<file path="config.mk">
export PLATFORM = sky130hd
export DESIGN_NAME = cond_adder_pipe
export DESIGN_NICKNAME = d
export VERILOG_FILES = /design/src/rtl/cond_adder_pkg.sv /design/src/rtl/cond_adder_lane.sv /design/src/rtl/cond_adder_pipe.sv
export SDC_FILE = /design/constraint.sdc
export NUM_CORES = 1
export LEC_CHECK = 0
export CAP_MARGIN = 20
export CORE_ASPECT_RATIO = 0.7
export CORE_MARGIN = 2
export CORE_UTILIZATION = 26
export DETAILED_ROUTE_END_ITERATION = 8
export HOLD_SLACK_MARGIN = 0.05
export PLACE_DENSITY = 0.56
export SLEW_MARGIN = 10
export SYNTH_ARGS = -nofsm -noshare
export SYNTH_HDL_FRONTEND = slang
export SYNTH_SLANG_ARGS = --single-unit
</file>
<file path="constraint.sdc">
create_clock -name clk -period 4.09 [get_ports clk]
set_input_delay 0.409 -clock clk [delete_from_list [all_inputs] [get_ports clk]]
set_output_delay 0.409 -clock clk [all_outputs]
set_load 0.05 [all_outputs]
</file>
<file path="src/rtl/cond_adder_pkg.sv">
// cond_adder_pkg: shared mode encoding, condition selector constant and exec evaluation for cond_adder_pipe.
package cond_adder_pkg;

    typedef enum logic [1:0] {
        MODE_ADD = 2'd0,
        MODE_SUB = 2'd1,
        MODE_ADC = 2'd2,
        MODE_SBB = 2'd3
    } mode_e;

    // Widest selector / flag vector the exec helper accepts; callers zero-extend.
    localparam int SEL_MAX  = 8;
    localparam int FLAG_MAX = 256;

    // Always-execute selector for the default 8-flag configuration (MSB of a 4-bit selector).
    localparam logic [3:0] COND_ALWAYS = 4'b1000;

    function automatic logic cond_exec(input logic [SEL_MAX-1:0] sel, input logic [FLAG_MAX-1:0] fl,
                                       input int sel_w, input int nflags);
        logic [SEL_MAX-1:0] idx;
        idx = sel;
        for (int i = 0; i < SEL_MAX; i++)
            if (i >= sel_w - 1) idx[i] = 1'b0;
        return sel[sel_w-1] || ((int'(idx) < nflags) && fl[idx]);
    endfunction

endpackage

</file>
<file path="src/rtl/cond_adder_lane.sv">
// cond_adder_lane: combinational single-lane add/sub with carry-in, carry/borrow out and signed overflow.
// Optional COND_ADDER_SATURATE_EN turns ADC/SBB into saturating signed ADD/SUB.
module cond_adder_lane
    import cond_adder_pkg::*;
#(
    parameter int WIDTH = 32
) (
    input  logic [WIDTH-1:0] a,
    input  logic [WIDTH-1:0] b,
    input  mode_e            mode,
    input  logic             cr,
    output logic [WIDTH-1:0] sum,
    output logic             carry,
    output logic             ovf
);

    logic             sub;
    logic             cin;
    logic [WIDTH-1:0] bx;
    logic [WIDTH:0]   full;

    always_comb begin
        sub   = mode[0];
        bx    = sub ? ~b : b;
`ifdef COND_ADDER_SATURATE_EN
        cin   = sub;
`else
        // cr holds a borrow for SBB, so it is inverted to form the +~cr term.
        cin   = mode[1] ? (sub ? ~cr : cr) : sub;
`endif
        full  = {1'b0, a} + {1'b0, bx} + {{WIDTH{1'b0}}, cin};
        carry = sub ? ~full[WIDTH] : full[WIDTH];
        ovf   = (a[WIDTH-1] == bx[WIDTH-1]) && (full[WIDTH-1] != a[WIDTH-1]);
`ifdef COND_ADDER_SATURATE_EN
        sum   = (mode[1] && ovf) ? (a[WIDTH-1] ? {1'b1, {(WIDTH-1){1'b0}}} : {1'b0, {(WIDTH-1){1'b1}}})
                                 : full[WIDTH-1:0];
`else
        sum   = full[WIDTH-1:0];
`endif
    end

endmodule

</file>
<file path="src/rtl/cond_adder_pipe.sv">
// cond_adder_pipe: pipelined multi-lane conditional ADD/SUB/ADC/SBB with per-lane carry chaining.
// Define COND_ADDER_SATURATE_EN to make modes 2/3 saturating signed ADD/SUB.
module cond_adder_pipe
    import cond_adder_pkg::*;
#(
    parameter  int WIDTH  = 32,
    parameter  int LANES  = 1,
    parameter  int STAGES = 2,
    parameter  int ADDR_W = 5,
    parameter  int NFLAGS = 8,
    localparam int SEL_W  = $clog2(NFLAGS) + 1
) (
    input  logic                   clk,
    input  logic                   rst,
    input  logic                   in_valid,
    output logic                   in_ready,
    input  logic [LANES*WIDTH-1:0] op1,
    input  logic [LANES*WIDTH-1:0] op2,
    input  logic [1:0]             mode,
    input  logic [ADDR_W-1:0]      dest,
    input  logic [SEL_W-1:0]       cond_sel,
    input  logic [NFLAGS-1:0]      flags,
    output logic                   out_valid,
    input  logic                   out_ready,
    output logic [LANES*WIDTH-1:0] result,
    output logic [ADDR_W-1:0]      dest_out,
    output logic                   wr_en,
    output logic [LANES-1:0]       carry_out,
    output logic [LANES-1:0]       ovf_out
);

    typedef struct packed {
        logic                   valid;
        logic [LANES*WIDTH-1:0] result;
        logic [ADDR_W-1:0]      dest;
        logic                   wr_en;
        logic [LANES-1:0]       carry;
        logic [LANES-1:0]       ovf;
    } stage_t;

    stage_t [STAGES-1:0]    stg;
    stage_t [STAGES-1:0]    src;
    stage_t                 nxt;
    logic   [STAGES-1:0]    en;
    logic [LANES*WIDTH-1:0] sum;
    logic [LANES-1:0]       cy;
    logic [LANES-1:0]       ov;
    logic [LANES-1:0]       cr;
    logic                   exec;
    logic                   accept;
    logic                   cr_we;

    for (genvar i = 0; i < LANES; i++) begin : g_lane
        cond_adder_lane #(.WIDTH(WIDTH)) u_lane (
            .a    (op1[i*WIDTH +: WIDTH]),
            .b    (op2[i*WIDTH +: WIDTH]),
            .mode (mode_e'(mode)),
            .cr   (cr[i]),
            .sum  (sum[i*WIDTH +: WIDTH]),
            .carry(cy[i]),
            .ovf  (ov[i])
        );
    end

    assign exec   = cond_exec(SEL_MAX'(cond_sel), FLAG_MAX'(flags), SEL_W, NFLAGS);
    assign accept = in_valid && in_ready;
`ifdef COND_ADDER_SATURATE_EN
    assign cr_we  = accept && exec && !mode[1];
`else
    assign cr_we  = accept && exec;
`endif

    // A stage may load whenever it is empty or its successor is moving, so bubbles collapse.
    always_comb begin
        logic go;
        go = out_ready;
        en = '0;
        for (int k = STAGES - 1; k >= 0; k--) begin
            go    = !stg[k].valid || go;
            en[k] = go;
        end
    end

    always_comb begin
        nxt.valid  = in_valid;
        nxt.result = exec ? sum : '0;
        nxt.dest   = dest;
        nxt.wr_en  = exec;
        nxt.carry  = exec ? cy : '0;
        nxt.ovf    = exec ? ov : '0;
        src        = '0;
        src[0]     = nxt;
        for (int k = 1; k < STAGES; k++)
            src[k] = stg[k-1];
    end

    always_ff @(posedge clk or posedge rst) begin
        if (rst) begin
            stg <= '0;
            cr  <= '0;
        end else begin
            for (int k = 0; k < STAGES; k++)
                if (en[k]) stg[k] <= src[k];
            if (cr_we) cr <= cy;
        end
    end

    assign in_ready  = en[0];
    assign out_valid = stg[STAGES-1].valid;
    assign result    = stg[STAGES-1].result;
    assign dest_out  = stg[STAGES-1].dest;
    assign wr_en     = stg[STAGES-1].wr_en;
    assign carry_out = stg[STAGES-1].carry;
    assign ovf_out   = stg[STAGES-1].ovf;

endmodule

</file>
==> impl_metrics.toml, run 1 <==
[power]
power_density_mw_per_mm2 = 480.5
leakagePower_nw = 3.198
ir_worst_vdd_v = 0.0001630
p_total_mw = 3.429

[global_route]
grt_pass1_vias = 4504
overflow = 0
grt_pass1_wl_mm = 25.05
antenna_found_initial = 0
grt_max_degree = 52
groute.usage.overall_pct = 14.87

[clock_tree]
cts.clk_slew.worst_paths_ns = 0.06
cts-htree-levels = 3
cts_hold_buf = 0
postCtsResizedCells = 0
tritoncts = "done"
cts_buffer_depth = 2
post_cts_buffers = 0
cts_buffers = 9
clk_latency_ns = 0.34
clockRootBuffer = "clkbuf_16"
cts.sinks = 83

[sta]
rsz0062_at_grt = "false"
fin_skew_ns = 0.003843
setup_violations = 0
setup_tns_ns = 0
post-route-min-period_ns = 3.312
fin_crit_sh_pct = 80.98
slew_viol_final = 0
holdWs_ns = 0.4643
tightest_slew_ns = 0.9101
max-slew-margin-rel_pct = 39.32
hold_viol_final = 0
max_freq_ghz = 0.3019

[critical_path]
crit_path_start_kind = "input pin"
crit_chain = "clkdlybuf4s50_1 -> nand2_1 -> xnor2_1 -> fa_1 -> fa_1 -> a21oi_1 -> nand4b_1 -> a21oi_2 -> o311ai_4 -> a211oi_1 -> or3_1 -> a32o_1"
crit_family = "compound AO/OA/AOI/OAI gates"
cpPeakStageDelay_ns = 0.46
cp.required_ns = 4.31
critPathSlowestCell = "clkdlybuf4s50_1"
endpoint_kind = "flip-flop"
crit_path_frequent_cell = "fa_1"
worstPathMaxFanout = 4
critPathArrivalTime_ns = 3.54
worst-setup-path-type = "input pin to flip-flop"
critPathBufInv = 1

[worst_hold_path]
min_path_type = "flip-flop to flip-flop"

[synthesis]
yosysSeqAreaShare_pct = 39.13
synth-edff-count = 0
yosysUniqueCellTypes = 51
ys.flop_type = "dfrtp_1"
postSynth.asyncResetShare_pct = 100.0
ys_warn_count = 0
synthCells = 606
post_synth.cell_area_avg_um2 = 8.758
syn-num-nets = 726
netlist_area_mm2 = 0.005308
ys_ff_latch = 83

[placement]
gp_congestion = 0.8329
dpl.hpwl_mm = 12.23
place.port_buffers = 128

[floorplanning]
dieArea_mm2 = 0.02159
initial_utilization_pct = 26.66
num_io_pins = 129
core_area_mm2 = 0.01991
dieHeight_um = 123.5
std_cell_rows = 43
die_x_um = 174.8

[drt]
avgRoutedWirePerCell_um = 15.80
dr.first_iter.drc_count = 351
drc = 0
firstDrtPassIters = 5
vias = 4674
drt_wl_total_mm = 15.75
viasPerCell = 4.688
drtAntennaViolNets = 0

[run_status]
status = "completed"

[final_layout]
area_delta_synth_final_pct = 34.44
finish.utilization_pct = 35.85
nets = 843
drive_above_1_share_pct = 5.227
antenna_cells = 0

[run]
maxCapViolCount = 0
cell families (layout without fill, tap and decap cells):
| family | Yosys count | count (layout) | share of synthesized area (%) |
|---|---|---|---|
| AND/OR/NAND/NOR | 238 | 238 | 19.21 |
| XOR/XNOR | 56 | 56 | 9.241 |
| adder cells (fa/ha/maj) | 33 | 33 | 8.062 |
| AO/OA/AOI/OAI | 150 | 150 | 19.94 |
| flip-flops | 83 | 83 | 39.13 |
| multiplexers | 4 | 4 | 1.273 |
| buffers and inverters | 42 | 163 | 3.135 |
report_power, final:
part / switching [mW] / total (mW) / internal [mW]
Sequential: 0.128 / 1.16 / 1.04
Combinational: 0.946 / 1.52 / 0.579
Clock: 0.319 / 0.741 / 0.422
Total: 1.39 / 3.43 / 2.04
path summary, 6_finish.rpt:
check	start	end	slack (ns)	cells past startpoint
setup reg to reg	cr	src[75]	0.86	11
hold / removal	result[4]	result[4]	0.46	2
max in group asynchronous	rst	result[22]	2.76	3
hold reg to reg	result[4]	result[4]	0.46	2
setup / recovery	mode[1]	src[75]	0.78	12
min in group asynchronous	rst	result[4]	0.56	2
Yosys cell counts (3+ instances only):
master / instances / area [um2]
nor2_1: 21 / 78.83
o21ai_0: 23 / 115.1
dfrtp_1: 83 / 2077
inv_1: 12 / 45.04
o21a_1: 5 / 37.54
a21o_1: 8 / 60.06
a211oi_1: 5 / 37.54
buf_2: 7 / 35.03
a31oi_1: 4 / 25.02
nand2b_1: 7 / 43.79
o2111ai_1: 4 / 35.03
o31ai_1: 3 / 22.52
a32o_1: 7 / 70.07
nand3_1: 8 / 40.04
a21oi_1: 38 / 190.2
a22o_1: 25 / 219.0
xor2_1: 42 / 367.9
o211ai_1: 7 / 52.55
nor3_1: 7 / 35.03
o21ai_1: 4 / 20.02
a211o_1: 4 / 35.03
ha_1: 31 / 387.9
nor2b_1: 4 / 25.02
clkbuf_1: 23 / 86.33
or3_1: 6 / 37.54
nand2_1: 164 / 615.6
nand4_1: 7 / 43.79
xnor2_1: 14 / 122.6
worst register-to-register path, stage by stage, from the launching register on:
cell,delay [ns]
dfrtp_1,0.42
nand2_1,0.09
xnor2_1,0.15
fa_1,0.45
fa_1,0.43
a21oi_1,0.18
nand4b_1,0.19
a21oi_2,0.14
o311ai_4,0.33
a211oi_1,0.13
or3_1,0.36
a32o_1,0.25
final cells by class:
class	count	area (um2)
repair buffers	136	1334
multi-input cells	481	3079
clock inverters	3	15.01
flip-flops and latches	83	2077
clock buffers	12	246.5
inverters	12	46.29
well taps	270	337.8
fillers	2071	12770
through the flow:
stage	instance area, um2	setup WS (ns)	cells
3_5_place_dp	6874	0.4580	982
4_1_cts	7136	0.8053	997
3_3_place_gp	6874	0.4922	982
6_report	7136	0.7778	997
2_1_floorplan	5308	0.4060	606
5_1_grt	7136	0.6100	997
layout by cell type (no fill, tap or decap), drive strengths merged, types with 12 or more instances in the layout:
master,n
ha,31
clkbuf,12
o21ai,27
clkdlybuf4s50,126
a21oi,40
a22o,25
nand2,164
nor2,22
xor2,42
dfrtp,83
xnor2,14
routing by layer:
| layer | track usage, % | up-vias | part of all wire [%] | wire length (um) |
|---|---|---|---|---|
| met5 | 0 | - | 0 | 0 |
| met4 | 2.813 | 0 | 0.72 | 113 |
| met3 | 3.290 | 12 | 5.4 | 858 |
| met2 | 19.94 | 125 | 37 | 5905 |
| met1 | 23.77 | 2181 | 56 | 8873 |
| li1 | - | 2356 | - | - |
registers in the layout (all words and copies together), names as in the netlist:
name,cells
src,41
result,32
dest_out,5
carry_out,1
cr,1
out_valid,1
ovf_out,1
wr_en,1
Power figures use the tool's default switching activity.
==> run 2: changes to the inputs <==
--- a/config.mk
+++ b/config.mk
@@ -11,7 +11,7 @@
 export CORE_UTILIZATION = 26
 export DETAILED_ROUTE_END_ITERATION = 8
 export HOLD_SLACK_MARGIN = 0.05
-export PLACE_DENSITY = 0.56
+export PLACE_DENSITY = 0.58
 export SLEW_MARGIN = 10
 export SYNTH_ARGS = -nofsm -noshare
 export SYNTH_HDL_FRONTEND = slang
==> constraint.sdc (replaced) <==
create_clock -name clk -period 2.85 [get_ports clk]
set_input_delay 0.285 -clock clk [delete_from_list [all_inputs] [get_ports clk]]
set_output_delay 0.285 -clock clk [all_outputs]
set_load 0.05 [all_outputs]
==> run 2 against run 1 <==
Via count is 9.0% higher. Wire length rose by 4.9%. First-iteration DRC count fell by 19%. The run now ends with setup timing left. Largest power group unchanged. Non-clock buffer count is 114 higher. Highest routed layer unchanged.
==> impl_metrics.toml, run 2 (synthesized netlist as in run 1, its figures left out) <==
[run_status]
status = "complete, but fails checks"
violations = "setup timing"

[global_route]
grt_max_degree = 43
grt_pass1_vias = 4830
antenna_found_initial = 0
grt_pass1_wl_mm = 26.28
overflow = 0
groute.usage.overall_pct = 15.48

[critical_path]
worst-r2r-setup-slack_ns = -0.09
worstPathMaxFanout = 4
r2r_cells = 11
reg2reg_to = "src[75]"
critPathArrivalTime_ns = 3.18
crit_path_start_kind = "input pin"
worst-setup-path-type = "input pin to flip-flop"
endpoint_kind = "flip-flop"
cp.required_ns = 3.08
r2r-start = "cr"

[final_layout]
finish.utilization_pct = 40.64
area_delta_synth_final_pct = 52.43
antenna_cells = 0
drive_above_1_share_pct = 19.36
stdcell_area_mm2 = 0.008090
mostFrequentLayoutCell = "nand2_1"
largest_register_ffs = 41
most-common-layout-cells = "nand2_1 (164), clkdlybuf4s50_1 (126), buf_4 (122)"
nets = 957
instances_no_fill = 1112

[clock_tree]
tritoncts = "done"
cts_hold_buf = 0
clk_latency_ns = 0.33
cts_buffer_depth = 2
cts-htree-levels = 3
cts.sinks = 83
cts_buffers = 9
cts.clk_slew.worst_paths_ns = 0.07
clockRootBuffer = "clkbuf_16"

[floorplanning]
core_area_mm2 = 0.01991
dieArea_mm2 = 0.02159
num_io_pins = 129
die_x_um = 174.8
std_cell_rows = 43
dieHeight_um = 123.5
initial_utilization_pct = 26.66

[power]
leakagePower_nw = 3.757
power_density_mw_per_mm2 = 662.8
ir_worst_vdd_v = 0.0002845

[drt]
firstDrtPassIters = 5
vias = 5095
viasPerCell = 4.582
dr.first_iter.drc_count = 283
drtAntennaViolNets = 0
drt_wl_total_mm = 16.53
drc = 0
avgRoutedWirePerCell_um = 14.86

[run]
maxCapViolCount = 0

[sta]
hold_viol_final = 0
holdWs_ns = 0.4012
setup_violations = 6
tightest_slew_ns = 0.7601
fin_crit_sh_pct = 103.5
rsz0062_at_grt = "true"
worst_slack_ns = -0.09974
post-route-min-period_ns = 2.950
max-slew-margin-rel_pct = 49.27
fin_skew_ns = 0.008557
slew_viol_final = 0
max_freq_ghz = 0.3390

[placement]
gp_congestion = 0.8775
dpl-instance-area_mm2 = 0.007656
place_ws_ns = -0.5035
dpl.hpwl_mm = 12.89
dp.cells = 1081
place.port_buffers = 128

[worst_hold_path]
min_path_type = "input pin to asynchronous set/reset pin"
-- run 2: how the worst max path moves through the flow --
stage	from	to	slack (ns)	depth (start not counted)
after floorplan	mode[0]	src[75]	-0.09	12
after global placement	op2[0]	src[73]	-0.45	12
after detailed placement	op2[0]	src[73]	-0.50	12
after CTS	cr	src[75]	-0.11	11
after global routing	cr	src[75]	-0.23	11
final	op2[0]	src[75]	-0.1	11
-- run 2: layout make-up --
| class | instances | area (um2) |
|---|---|---|
| Tap cell | 270 | 337.8 |
| Timing Repair Buffer | 250 | 2202 |
| Sequential cell | 83 | 2077 |
| Fill cell | 2033 | 11820 |
| Inverter | 12 | 46.29 |
| Clock inverter | 4 | 50.05 |
| Clock buffer | 12 | 246.5 |
| Multi-Input combinational cell | 481 | 3131 |
-- run 2: worst max-delay path, stage by stage --
cell and delay (ns):
clkdlybuf4s50_1 0.46, xor2_2 0.20, fa_2 0.41, fa_2 0.36, a21oi_2 0.16, nand4b_1 0.22
a21oi_4 0.11, o311ai_4 0.29, a211oi_2 0.13, or3_1 0.32, a32o_1 0.22
-- run 2: metal layers --
layer / track usage [%] / routed length, um / vias to the layer above
li1: - / - / 2587
met1: 25.73 / 9332 / 2360
met2: 20.58 / 6241 / 141
met3: 2.429 / 873 / 7
met4: 2.448 / 80 / 0
met5: 0 / 0 / -
-- run 2: power breakdown --
part	switching, mW	internal (mW)	total [mW]	leakage (nW)
sequential	0.186	1.49	1.67	1.02
combinational	1.43	1.09	2.52	2.59
clock	0.466	0.702	1.17	0.139
total	2.09	3.28	5.36	3.76
-- run 2: timing repair --
| action | in CTS | in global routing |
|---|---|---|
| gates resized for setup | 2 | 4 |
| endpoints found under the setup margin | 6 | 19 |
| pin swaps | 8 | 4 |
| buffers inserted | 12 | 3 |
-- run 2: metrics by stage --
| step | power (mW) | setup TNS, ns |
|---|---|---|
| floorplan | 3.116 | -0.4188 |
| global placement | 4.140 | -6.051 |
| detailed placement | 4.159 | -6.706 |
| CTS | 5.384 | -0.2071 |
| global route | 5.675 | -1.938 |
| finish | 5.362 | -0.3210 |
